--- src/rtl/essr_bank.sv ---
// Bank of N redundant-pair mismatch monitors. Each channel has a persistence filter,
// a set/reset/conflict status element, a live count of set channels and a sticky irq.
module essr_bank #(
    parameter int N       = 8,
    parameter int PERSIST = 1
) (
    input  logic                              clk,
    input  logic                              rst_n,
    input  logic [N-1:0]                      x,
    input  logic [N-1:0]                      z,
    input  logic [N-1:0]                      r,
    input  logic                              ack,
    output logic [N-1:0]                      g,
    output logic [N-1:0]                      gn,
    output logic                              conflict,
    output logic [$clog2(N+1)-1:0]            active_cnt,
    output logic                              irq,
    output logic [((N > 1) ? $clog2(N) : 1)-1:0] irq_ch
);

    localparam int CW   = (N > 1) ? $clog2(N) : 1;
    localparam int CNTW = $clog2(N + 1);

    logic [3:0]   pc [N];
    logic [N-1:0] m;
    logic [N-1:0] s;
    logic [N-1:0] next_g;
    logic [N-1:0] next_gn;
    logic [N-1:0] ev;
    logic [CW-1:0] first_ev;

    // s fires on the PERSIST-th consecutive mismatch sample, judged on the pre-edge count.
    always_comb begin
        m       = x ^ z;
        s       = '0;
        next_g  = g;
        next_gn = gn;
        ev      = '0;
        for (int i = 0; i < N; i++) begin
            s[i] = m[i] && (pc[i] >= 4'(PERSIST - 1));
            case ({s[i], r[i]})
                2'b01:   begin next_g[i] = 1'b0; next_gn[i] = 1'b1; end
                2'b10:   begin next_g[i] = 1'b1; next_gn[i] = 1'b0; end
                2'b11:   begin next_g[i] = 1'b1; next_gn[i] = 1'b1; end
                default: begin next_g[i] = g[i]; next_gn[i] = gn[i]; end
            endcase
            ev[i] = (({g[i], gn[i]} == 2'b01) && next_g[i])
                 || (({g[i], gn[i]} == 2'b10) && ({next_g[i], next_gn[i]} == 2'b11));
        end
    end

    always_comb begin
        first_ev = '0;
        for (int i = N - 1; i >= 0; i--) begin
            if (ev[i]) first_ev = CW'(i);
        end
    end

    always_ff @(posedge clk or negedge rst_n) begin
        if (!rst_n) begin
            for (int i = 0; i < N; i++) pc[i] <= '0;
        end else begin
            for (int i = 0; i < N; i++) begin
                if (!m[i])
                    pc[i] <= '0;
                else if (pc[i] < 4'(PERSIST))
                    pc[i] <= pc[i] + 4'd1;
            end
        end
    end

    always_ff @(posedge clk or negedge rst_n) begin
        if (!rst_n) begin
            g  <= '0;
            gn <= '1;
        end else begin
            g  <= next_g;
            gn <= next_gn;
        end
    end

    // irq_ch keeps the first pending source unless an ack hands over to a coincident event.
    always_ff @(posedge clk or negedge rst_n) begin
        if (!rst_n) begin
            irq    <= 1'b0;
            irq_ch <= '0;
        end else if (|ev) begin
            irq <= 1'b1;
            if (!irq || ack) irq_ch <= first_ev;
        end else if (ack) begin
            irq <= 1'b0;
        end
    end

    always_comb begin
        active_cnt = '0;
        for (int i = 0; i < N; i++) begin
            active_cnt = active_cnt + CNTW'(g[i] & ~gn[i]);
        end
    end

    assign conflict = |(g & gn);

endmodule

--- config.mk ---
export PLATFORM = sky130hd
export DESIGN_NAME = essr_bank
export DESIGN_NICKNAME = d
export VERILOG_FILES = /design/src/rtl/essr_bank.sv
export SDC_FILE = /design/constraint.sdc
export NUM_CORES = 1
export LEC_CHECK = 0
export ABC_AREA = 1
export BUFFER_PORTS_ARGS = -buffer_cell sky130_fd_sc_hd__clkbuf_2
export CAP_MARGIN = 25
export CORE_MARGIN = 1.5
export CORE_UTILIZATION = 45
export CTS_CLUSTER_DIAMETER = 60
export DETAILED_ROUTE_END_ITERATION = 7
export GPL_TIMING_DRIVEN = 1
export PLACE_DENSITY = 0.74
export SYNTH_ARGS = -nofsm -noshare
export SYNTH_HDL_FRONTEND = slang
export SYNTH_SLANG_ARGS = --single-unit
export TNS_END_PERCENT = 20
--- constraint.sdc ---
create_clock -name clk -period 7.3 [get_ports clk]
set_input_delay 1.095 -clock clk [delete_from_list [all_inputs] [get_ports clk]]
set_output_delay 1.095 -clock clk [all_outputs]
set_load 0.02 [all_outputs]
==> results.ini <==
[clock_network]
hold_buffers=0
cts_tree=yes
clkTransAtPathRegs_ns=0.12
cts_setup_buffers=0
clkLatencyLatePin_ns=0.30
ctsLongestPathBuffers=2
root_buffer=clkbuf_4
cts_sinks=20
cts_resized=0
numCtsBuffers=3
cts_max_level=1

[timing]
hold_viol=0
setup_viol=0
hold_ws_ns=0.500
finalCriticalPeriod_ns=4.46
post-route-period-util_pct=61.1
fmax_mhz=224
worstMarginPinSlew_ns=0.506
relSlewSlack_pct=66.3
finClkSkew_ns=0.00877
slew_viol_final=0
tns_ns=0
rsz0062_at_grt=false

[grt]
met1_usage_pct=22.9
grt_use_met2_pct=31.7
grt_max_degree=21
grt_pass1_wl_microns=4780
antenna_found_initial=0
grt_use_met3_pct=4.24
grt_pass1_vias=1166
grt_usage_pct=18.4
grt-ovfl-total=0
top_usage_layer=met2

[critical_path]
crit_path_max_fanout=4
max_stage_delay_ns=0.57
worst_path_most_repeated_cell=fa_1
cp_slowest_cell=dfstp_2
rrSetupSlack_ns=5.89
crit_chain=inv_1 > nand2_1 > fa_1 > fa_1 > fa_1 > inv_1 > ha_1 > inv_1 > fa_1 > xnor2_1 > clkbuf_2
path_class=reg2out
critical_path.endpoint_type=output port
critPathRequiredTime_ns=6.20
start_kind=flip-flop
critPathTopFamily=adder cells
cp.arrival_ns=3.36
path_buf_inv=4

[yosys]
ys_top_cells_by_area=dfrtp_1 (22%), dfstp_2 (15%), nand2_1 (10%)
synth_top_area_share_pct=21.9
yosysSeqAreaShare_pct=37.3
syn_inst=163
yosysWarningCount=0
ys_types=26
synth_ff_type=dfrtp_1
async_flop_share_pct=100
synth_commonest_cells=nand2_1 (38), inv_1 (23), dfrtp_1 (12), o21bai_1 (12), nand3_1 (10)
synth_area_per_cell_sq_um=8.41
synth-seq-cells=20
syn_area_sq_mm=0.00137
yosysTopAreaCell=dfrtp_1
synth.most_common_cell=nand2_1
synth_fp_nets=197
synth_edf_count=0

[run_status]
status=finished, violations left
violations=DRC

[route]
initialDrtViolationCount=46
drt_pass1_iterations=8
drc=4
via_per_inst=4.90
vias=1219
drtAntennaViolNets=0
wl_per_cell_microns=10.9
routed_wl_microns=2720

[power]
vdd_ir_drop_max_uv=101
sequentialPowerShare_pct=39.6
combPwrFrac_pct=45.0
p_int_mw=0.212
p_switching_mw=0.151
clkPwrFrac_pct=15.4
switching_share_pct=41.6
p_leak_nw=0.985
power_density_mw_per_mm2=215

[floorplanning]
core_region_area_sq_mm=0.00283
die_w_microns=58.2
fp.dieArea_sq_mm=0.00338
die-height_microns=58.2
num_rows=19
start_util_pct=48.4
top_level_ports=52

[placed_design]
dp_cells=245
port_buffers=51
gp_congestion=0.812
dp_hpwl_microns=2250

[min_path]
hp-class=reg2reg

[layout]
final_cells=249
diodes=0
final_util_pct=59.8
area_delta_synth_final_pct=23.4
layout.nets=253
drive_gt1_share_pct=41.3

[run]
drv_cap=0

-- final timing paths --
check,from,depth (start not counted),endpoint
max,gn[0]$_DFF_PN1_,11,active_cnt[2]
min,irq_ch[0]$_DFFE_PN0P_,2,irq_ch[0]$_DFFE_PN0P_
max reg2reg,gn[6]$_DFF_PN1_,11,irq_ch[0]$_DFFE_PN0P_
min reg2reg,irq_ch[0]$_DFFE_PN0P_,2,irq_ch[0]$_DFFE_PN0P_
max in group asynchronous,rst_n,1,gn[3]$_DFF_PN1_
min in group asynchronous,rst_n,1,irq_ch[2]$_DFFE_PN0P_
-- cell usage in the layout (no fill, tap or decap), types with 3 or more instances in the layout --
cell | netlist | layout
inv_1 | 23 | 23
dfrtp_1 | 12 | 12
ha_1 | 3 | 3
clkbuf_2 | 0 | 51
dfstp_2 | 8 | 8
inv_2 | 8 | 8
o21ai_0 | 4 | 4
nand2_1 | 38 | 38
xor2_1 | 5 | 5
nand2_2 | 6 | 6
nor2_1 | 3 | 3
clkbuf_4 | 0 | 3
fa_1 | 4 | 4
nand2_4 | 8 | 8
o21bai_1 | 12 | 12
nand3_1 | 10 | 10
a21oi_1 | 4 | 4
-- worst min-delay path, stage by stage, from the launching register on --
cell	delay [ns]
dfrtp_1	0.37
nand2_1	0.05
nand2_1	0.05
-- stage by stage --
stage          worst slack (ns)  area (sq um)  total power, mW
5_1_grt                    2.65          1690            0.395
6_report                   2.84          1690            0.363
3_5_place_dp               3.19          1660            0.311
4_1_cts                    2.83          1690            0.368
2_1_floorplan              3.15          1370            0.262
3_3_place_gp               3.25          1660            0.310
-- cells by family after synthesis --
group           count (synthesis)  share of synthesized area [%]
flops                          20                           37.3
simple gates                   70                           27.6
xor+xnor                        6                           3.84
fa+ha+maj                       7                           8.59
buf+inv                        31                           8.49
compound gates                 29                           14.2
-- metal layers --
metal  part of all wire [%]  vias up
met5                      0        -
met4                    1.4        0
met3                    7.3        6
met2                     46       48
met1                     45      544
li1                       -      621
-- registers in the layout, summed over array words and instances, names as in the netlist --
signal  flops
irq         1
irq_ch      3
gn          8
g           8
-- power groups by stage --
stage               clock network, mW  registers, mW  logic [mW]
global placement                    0          0.145       0.164
floorplan                           0          0.165      0.0971
finish                         0.0560          0.144       0.163
global route                   0.0645          0.146       0.184
CTS                            0.0585          0.144       0.166
detailed placement                  0          0.146       0.166
-- cell type report --
class | instances | area, sq um
inverters | 31 | 116
repair buffers | 51 | 255
flip-flops and latches | 20 | 510
fillers | 261 | 1140
clock buffers | 4 | 26.3
well taps | 31 | 38.8
multi-input cells | 112 | 743
Power figures use the tool's default switching activity.
